$ cat config.mk
export PLATFORM = sky130hd
export DESIGN_NAME = count_sequencer
export DESIGN_NICKNAME = d
export VERILOG_FILES = /design/src/rtl/count_sequencer.sv
export SDC_FILE = /design/constraint.sdc
export NUM_CORES = 1
export LEC_CHECK = 0
export ABC_AREA = 1
export BUFFER_PORTS_ARGS = -buffer_cell sky130_fd_sc_hd__buf_2
export CORE_MARGIN = 2
export CORE_UTILIZATION = 33
export DETAILED_ROUTE_END_ITERATION = 7
export SLEW_MARGIN = 20
export SYNTH_ARGS = -nofsm -noshare
export SYNTH_HDL_FRONTEND = slang
export SYNTH_SLANG_ARGS = --single-unit
$ cat constraint.sdc
create_clock -name clk -period 2.3 [get_ports clk]
set_input_delay 0.115 -clock clk [delete_from_list [all_inputs] [get_ports clk]]
set_output_delay 0.115 -clock clk [all_outputs]
set_load 0.05 [all_outputs]
$ cat src/rtl/count_sequencer.sv
// count_sequencer: run/pause/stop controller for the 8-bit display counter.
// A rate divider produces a one-cycle tick while running; ticks advance
// count from 0 up to a limit latched at launch, after which done is flagged.
module count_sequencer #(
  parameter int WIDTH = 8,
  parameter int DIV_W = 8,
  parameter int RATE0 = 1,
  parameter int RATE1 = 4,
  parameter int RATE2 = 16,
  parameter int RATE3 = 64
) (
  input  logic             clk,
  input  logic             clear_b,
  input  logic             start,
  input  logic             stop,
  input  logic [1:0]       rate_sel,
  input  logic [WIDTH-1:0] limit,
  output logic [WIDTH-1:0] count,
  output logic             tick,
  output logic             busy,
  output logic             done,
  output logic [1:0]       state
);

  typedef enum logic [1:0] {
    S_IDLE  = 2'b00,
    S_RUN   = 2'b01,
    S_PAUSE = 2'b10,
    S_DONE  = 2'b11
  } state_t;

  // Divider reload values: a tick every RATEn cycles means counting RATEn-1 .. 0.
  localparam logic [DIV_W-1:0] RL0 = DIV_W'(RATE0 - 1);
  localparam logic [DIV_W-1:0] RL1 = DIV_W'(RATE1 - 1);
  localparam logic [DIV_W-1:0] RL2 = DIV_W'(RATE2 - 1);
  localparam logic [DIV_W-1:0] RL3 = DIV_W'(RATE3 - 1);

  state_t           st, st_nxt;
  logic [DIV_W-1:0] div_cnt, div_nxt;
  logic [WIDTH-1:0] count_nxt;
  logic [WIDTH-1:0] limit_q, limit_nxt;
  logic [1:0]       rate_q, rate_nxt;
  logic             launch;
  logic             term;

  function automatic logic [DIV_W-1:0] reload(input logic [1:0] sel);
    case (sel)
      2'd0:    reload = RL0;
      2'd1:    reload = RL1;
      2'd2:    reload = RL2;
      default: reload = RL3;
    endcase
  endfunction

  // Launch from IDLE or DONE: start without stop (stop always wins).
  assign launch = ((st == S_IDLE) || (st == S_DONE)) && start && !stop;
  // Terminal tick: this advance reaches the latched limit.
  assign term   = tick && (count == (limit_q - WIDTH'(1)));
  assign state  = st;

  // State register.
  always_ff @(posedge clk) begin
    if (!clear_b) st <= S_IDLE;
    else          st <= st_nxt;
  end

  // Next-state logic; terminal beats stop beats continue while running.
  always_comb begin
    st_nxt = st;
    case (st)
      S_IDLE: begin
        if (launch) st_nxt = (limit != '0) ? S_RUN : S_DONE;
      end
      S_RUN: begin
        if (term)      st_nxt = S_DONE;
        else if (stop) st_nxt = S_PAUSE;
      end
      S_PAUSE: begin
        if (stop)       st_nxt = S_IDLE;
        else if (start) st_nxt = S_RUN;
      end
      S_DONE: begin
        if (stop)        st_nxt = S_IDLE;
        else if (launch) st_nxt = (limit != '0) ? S_RUN : S_DONE;
      end
      default: st_nxt = S_IDLE;
    endcase
  end

  // Outputs decoded from state and divider.
  always_comb begin
    tick = (st == S_RUN) && (div_cnt == '0);
    busy = (st == S_RUN) || (st == S_PAUSE);
    done = (st == S_DONE);
  end

  // Datapath next values: latch on launch, advance/divide while running.
  always_comb begin
    count_nxt = count;
    div_nxt   = div_cnt;
    limit_nxt = limit_q;
    rate_nxt  = rate_q;
    if (launch) begin
      limit_nxt = limit;
      rate_nxt  = rate_sel;
      count_nxt = '0;
      div_nxt   = reload(rate_sel);
    end else if (st == S_RUN) begin
      if (tick) count_nxt = count + WIDTH'(1);
      // A pausing edge leaves the divider where it is so resume continues the phase.
      if (stop && !term) div_nxt = div_cnt;
      else if (tick)     div_nxt = reload(rate_q);
      else               div_nxt = div_cnt - DIV_W'(1);
    end
  end

  // Datapath registers.
  always_ff @(posedge clk) begin
    if (!clear_b) begin
      count   <= '0;
      div_cnt <= '0;
      limit_q <= '0;
      rate_q  <= '0;
    end else begin
      count   <= count_nxt;
      div_cnt <= div_nxt;
      limit_q <= limit_nxt;
      rate_q  <= rate_nxt;
    end
  end

endmodule

==> results.toml, run 1 <==
[sta]
finalCritPeriodShare = 0.906
worst_pin_slew_ps = 378
hold_viol = 0
setup_viol = 0
finalCriticalPeriod_ps = 2080
skew_ps = 7.13
rsz0062_at_grt = "no"
relSlewSlack = 0.746
slew_violations = 0
timing.hold.ws_ps = 119
fin_tns_setup_ps = 0
fmax_mhz = 480

[final_layout]
seqCellArea_um2 = 563
final_common_cell = "nand2_1"
drive_gt1_frac = 0.192
final_cell_mix = "nand2_1, inv_1, nor2_1, a21oi_1"
fin_nets = 329
multi_input_area_mm2 = 0.00111
n_antenna_cell = 0
area_delta_synth_final_pct = 13.8
fill_cells = 595
fin_area_mm2 = 0.00211

[clocking]
clkTransAtPathRegs_ps = 110
cts_made_buffers = 3
htreeDepth = 1
clockBufferDepth = 2
ctsResizeCount = 0
cts_sinks = 28
post-cts-setup-buffers = 0
clkLatencyLatePin_ps = 290
tritoncts = "built"
cts_root_buf = "clkbuf_8"
ctsHoldBuffers = 0

[setup_path]
critPathKind = "reg2reg"
arrival_ps = 2310
crit_slowest_cell = "dfxtp_2"
max_stage_delay_ps = 370
cp_max_fo = 18
setup.worst_path.end_class = "flop"
critical_path.startpoint_type = "flop"
crit_chain = "inv_1, ha_1, nor2_1, nand2_2, inv_1, nand2_1, o22ai_1, a21oi_1, nand3_1, nand2_1, nor2_1"
required_ps = 2520

[grt]
grt_max_degree = 19
grt_pass1_vias = 1726
antenna_found_initial = 0
grt_overflow_total = 0
grt_usage = 0.152
grt_pass1_wl_um = 7720

[power]
max-vdd-ir-drop_mv = 0.555
powerDensity_mw_per_mm2 = 1070
p_leak_nw = 0.977

[place]
place_hpwl_um = 3490
placed_area_mm2 = 0.00206
numPortBuffers = 26
place_congestion = 0.851

[die]
die_h_um = 79.0
ios = 27
fp.coreArea_mm2 = 0.00547
die_w_um = 79.0
die-area_mm2 = 0.00623
start_util = 0.339
rows = 27

[detailed_routing]
drt_iter0_drc = 95
ant_nets = 0
avgRoutedWirePerCell_um = 11.6
remaining_drc_errors = 0
vias = 1850
firstDrtPassIters = 4
drt-total-wl_um = 4400
viasPerCell = 4.88

[synth]
synthTopCellsByArea = "dfxtp_1, nand2_1, a21oi_1"
synth_top_family_by_area = "simple AND/OR/NAND/NOR gates"
synth-main-ff-cell = "dfxtp_1"
synth_warnings = 0
async_reset_ff_frac = 0
synth_seq_area_share = 0.302
postSynthAreaPerCell_um2 = 6.62
yosys.area_share.simple = 0.368
synth-seq-cells = 28
synth_fa_ha_area_frac = 0.0472
synth-compound-area-share = 0.143
synth.distinct_cells = 33
yosys.area_share.xor_xnor = 0.0425
yosysTopAreaCell = "dfxtp_1"
synthMuxAreaShare = 0
synth_top_area_frac = 0.302
syn-num-nets = 301
synth_area_mm2 = 0.00185
synth_edf_count = 0
syn-instance-count = 280

[run_status]
status = "finished, final reports clean"

[hold_path]
hp-class = "in2reg"

[job]
max_cap_violations = 0
[area by class of cell]
type,instances,area share
clock buffer,4,0.0261
inverter,38,0.0676
multi-input combinational,209,0.528
sequential,28,0.267
tap,72,0.0427
timing repair buffer,28,0.0688
[where the power goes]
part	leakage (nW)	internal (W)	switching [W]
clock network	0.0288	0.000154	0.000170
registers	0.229	0.000576	0.0000915
logic	0.719	0.000430	0.000827
total	0.977	0.00116	0.00109
[routing by layer]
metal	wire [um]	track usage	vias to the layer above
met5	0	0	-
met4	46	0.0397	0
met3	263	0.0318	5
met2	1980	0.247	55
met1	2110	0.206	827
li1	-	-	963
[registers in the layout, indices dropped and copies added (netlist names)]
name     flops
state        2
rate_q       2
count        8
limit_q      8
div_cnt      8
[worst max-delay path: cells and delay by family, from the launching register on]
family / cells / cell delay [ps]
AOI/OAI and AO/OA: 2 / 290
DFF: 1 / 370
and+or+nand+nor: 6 / 680
adders and majority gates: 1 / 310
buffers and inverters: 2 / 360
[synthesized netlist by cell type, types with 2 or more instances]
cell     instances
buf_2            2
o21ai_0         18
nand2_1         56
nand3_1         26
dfxtp_1         28
inv_1           31
nor3_1           7
nand2_2          4
nor2_2           5
nor4_1           2
xor2_1           6
or2_2            2
nand2_4          2
nand4_1          2
ha_1             7
a21oi_1         29
nor2_1          30
inv_2            6
xnor2_1          3
[metrics by stage]
| step | instances | setup WS [ps] | util | power (W) |
|---|---|---|---|---|
| 2_1_floorplan | 280 | 148 | - | 0.00169 |
| 3_3_place_gp | 375 | 263 | 0.376 | 0.00194 |
| 3_5_place_dp | 375 | 237 | 0.376 | 0.00193 |
| 4_1_cts | 379 | 227 | 0.386 | 0.00226 |
| 5_1_grt | 379 | 14.0 | 0.386 | 0.00245 |
| 6_report | 379 | 215 | 0.386 | 0.00225 |
[worst paths after layout]
kind	startpoint	end	slack [ps]	cells after the start
setup / recovery	state[0]	div_cnt[4]	220	11
hold / removal	limit[5]	limit_q[5]	120	3
setup reg to reg	state[0]	div_cnt[4]	220	11
hold reg to reg	rate_q[0]	rate_q[0]	480	2
[cell families (layout without fill, tap and decap cells)]
family          Yosys count  in the layout
flops                    28             28
xor+xnor                  9              9
fa+ha+maj                 7              7
simple gates            142            142
compound gates           51             51
buf+inv                  43             70
No activity file was read; power rests on OpenSTA's default activity.
==> run 2, diff against run 1 <==
--- a/config.mk
+++ b/config.mk
@@ -5,11 +5,11 @@
 export SDC_FILE = /design/constraint.sdc
 export NUM_CORES = 1
 export LEC_CHECK = 0
-export ABC_AREA = 1
 export BUFFER_PORTS_ARGS = -buffer_cell sky130_fd_sc_hd__buf_2
 export CORE_MARGIN = 2
 export CORE_UTILIZATION = 33
 export DETAILED_ROUTE_END_ITERATION = 7
+export RECOVER_POWER = 50
 export SLEW_MARGIN = 20
 export SYNTH_ARGS = -nofsm -noshare
 export SYNTH_HDL_FRONTEND = slang
==> run 2 against run 1 <==
Effect of this change: synthesized cell count fell by 17%; area after synthesis about the same; clock skew fell by 2.0 ps; sequential share of layout area is 1.6 points lower; via count shrank 6.3%; first-iteration DRC count fell by 62%; non-clock buffer count up 15; clock power increased by 10%.
==> results.toml, run 2 <==
[setup_path]
critical_path.startpoint_type = "flop"
max_stage_delay_ps = 550
crit_chain = "or4_4, a2111oi_4, a211oi_2, o31ai_4, buf_4, nand2_1, o31ai_1"
setup.worst_path.end_class = "flop"
arrival_ps = 2390
rr_startpoint = "limit_q[2]"
cp-startpoint = "limit_q[2]"
critPathKind = "reg2reg"
cp_max_fo = 7
crit_slowest_cell = "or4_4"
required_ps = 2500

[final_layout]
seqCellArea_um2 = 567
final_common_cell = "nand2_1"
fin_nets = 290
fill_cells = 591
multi_input_area_mm2 = 0.00125
area_delta_synth_final_pct = 21.7
drive_gt1_frac = 0.205
n_antenna_cell = 0
biggestRegsByFlops = "count x8, div_cnt x8, limit_q x8"
fin_area_mm2 = 0.00226
final_cell_mix = "nand2_1, dfxtp_1, nor2_1, o21ai_0, buf_4"

[synth]
postSynthAreaPerCell_um2 = 7.96
syn-instance-count = 233
synth-seq-cells = 28
async_reset_ff_frac = 0
synth_area_mm2 = 0.00186
synth_warnings = 0
synth-main-ff-cell = "dfxtp_1"
synth.distinct_cells = 50
synthTopCellsByArea = "dfxtp_1, nand2_1, ha_1"
synth_top_area_frac = 0.302
syn-num-nets = 254
synthTopCellsByCount = "nand2_1, dfxtp_1, nor2_1, o21ai_0, a21boi_0"
synth_seq_area_share = 0.302
yosysMostFrequentCell = "nand2_1"
yosysTopAreaCell = "dfxtp_1"
synth_edf_count = 0

[grt]
grt_pass1_wl_um = 7090
grt_pass1_vias = 1585
grt_max_degree = 27
antenna_found_initial = 0
grt_usage = 0.140
grt_overflow_total = 0

[detailed_routing]
drt-total-wl_um = 4190
remaining_drc_errors = 0
firstDrtPassIters = 4
drt_iter0_drc = 36
ant_nets = 0
avgRoutedWirePerCell_um = 12.3
vias = 1733
viasPerCell = 5.10

[clocking]
cts_root_buf = "clkbuf_8"
clkLatencyLatePin_ps = 280
cts_made_buffers = 3
tritoncts = "built"
clockBufferDepth = 2
cts_sinks = 28
htreeDepth = 1
clkTransAtPathRegs_ps = 100

[sta]
finalCriticalPeriod_ps = 2190
skew_ps = 5.17
timing.hold.ws_ps = 79.0
relSlewSlack = 0.597
slew_violations = 0
setup_viol = 0
fmax_mhz = 456
fin_tns_setup_ps = 0
worst_pin_slew_ps = 608
finalCritPeriodShare = 0.953
hold_viol = 0

[die]
die_h_um = 79.0
ios = 27
rows = 27
die-area_mm2 = 0.00624
die_w_um = 79.0
start_util = 0.339
fp.coreArea_mm2 = 0.00547

[hold_path]
hp-class = "in2reg"
min_from = "limit[0]"

[power]
total_power_w = 0.00187
max-vdd-ir-drop_mv = 0.349
p_leak_nw = 0.867
powerDensity_mw_per_mm2 = 829

[run_status]
status = "finished, final reports clean"

[place]
placed_area_mm2 = 0.00214
place_congestion = 0.831
numPortBuffers = 26
place_hpwl_um = 3190

[job]
max_cap_violations = 0
==> run 2: layout make-up <==
type / count / share of cell area
Clock buffer: 4 / 0.0294
Inverter: 9 / 0.0150
Multi-Input combinational cell: 184 / 0.555
Sequential cell: 28 / 0.251
Tap cell: 72 / 0.0399
Timing Repair Buffer: 43 / 0.110
==> run 2: timing repair <==
item / in CTS / in global routing
gates resized for setup: 2 / 9
endpoints found under the setup margin: 2 / 11
buffers inserted: 0 / 3
pin swaps: 0 / 2
hold buffers: 0 / 0
==> run 2: per-stage QoR <==
stage	instances	utilization	setup WS (ps)
after floorplan	233	-	10.9
after global placement	333	0.391	54.6
after detailed placement	333	0.391	46.4
after CTS	337	0.405	0.147
after global routing	340	0.413	-0.969
final	340	0.413	108
==> run 2: cell families (layout without fill, tap and decap cells) <==
kind of cell / count (synthesis) / count (layout) / share of synthesized area
mux: 4 / 4 / 0.0216
fa+ha+maj: 7 / 7 / 0.0472
compound gates: 58 / 58 / 0.238
simple gates: 102 / 102 / 0.284
buf+inv: 21 / 56 / 0.0459
xor+xnor: 13 / 13 / 0.0614
flops: 28 / 28 / 0.302
==> run 2: path summary, 6_finish.rpt <==
| path | end | slack [ps] | cells after the start |
|---|---|---|---|
| hold / removal | limit_q[0] | 80 | 3 |
| setup reg to reg | div_cnt[7] | 110 | 7 |
| hold reg to reg | limit_q[1] | 480 | 2 |
| setup / recovery | div_cnt[7] | 110 | 7 |
==> run 2: report_power, final <==
part	switching [W]	internal [W]	leakage, nW
Combinational	0.000518	0.000386	0.604
Sequential	0.0000650	0.000544	0.229
Clock	0.000168	0.000190	0.0339
==> run 2: per-layer routing <==
metal  track usage  up-vias  share of wire
li1              -      898              -
met1         0.170      801           0.49
met4        0.0517        0          0.014
met2         0.242       28           0.46
met3        0.0307        6          0.032
met5             0        -              0
==> run 2: worst max-delay path: cells and delay by family, from the launching register on <==
kind,cells,cell delay [ps]
DFF,1,380
buffers and inverters,1,170
AOI/OAI and AO/OA,4,970
and+or+nand+nor,2,600
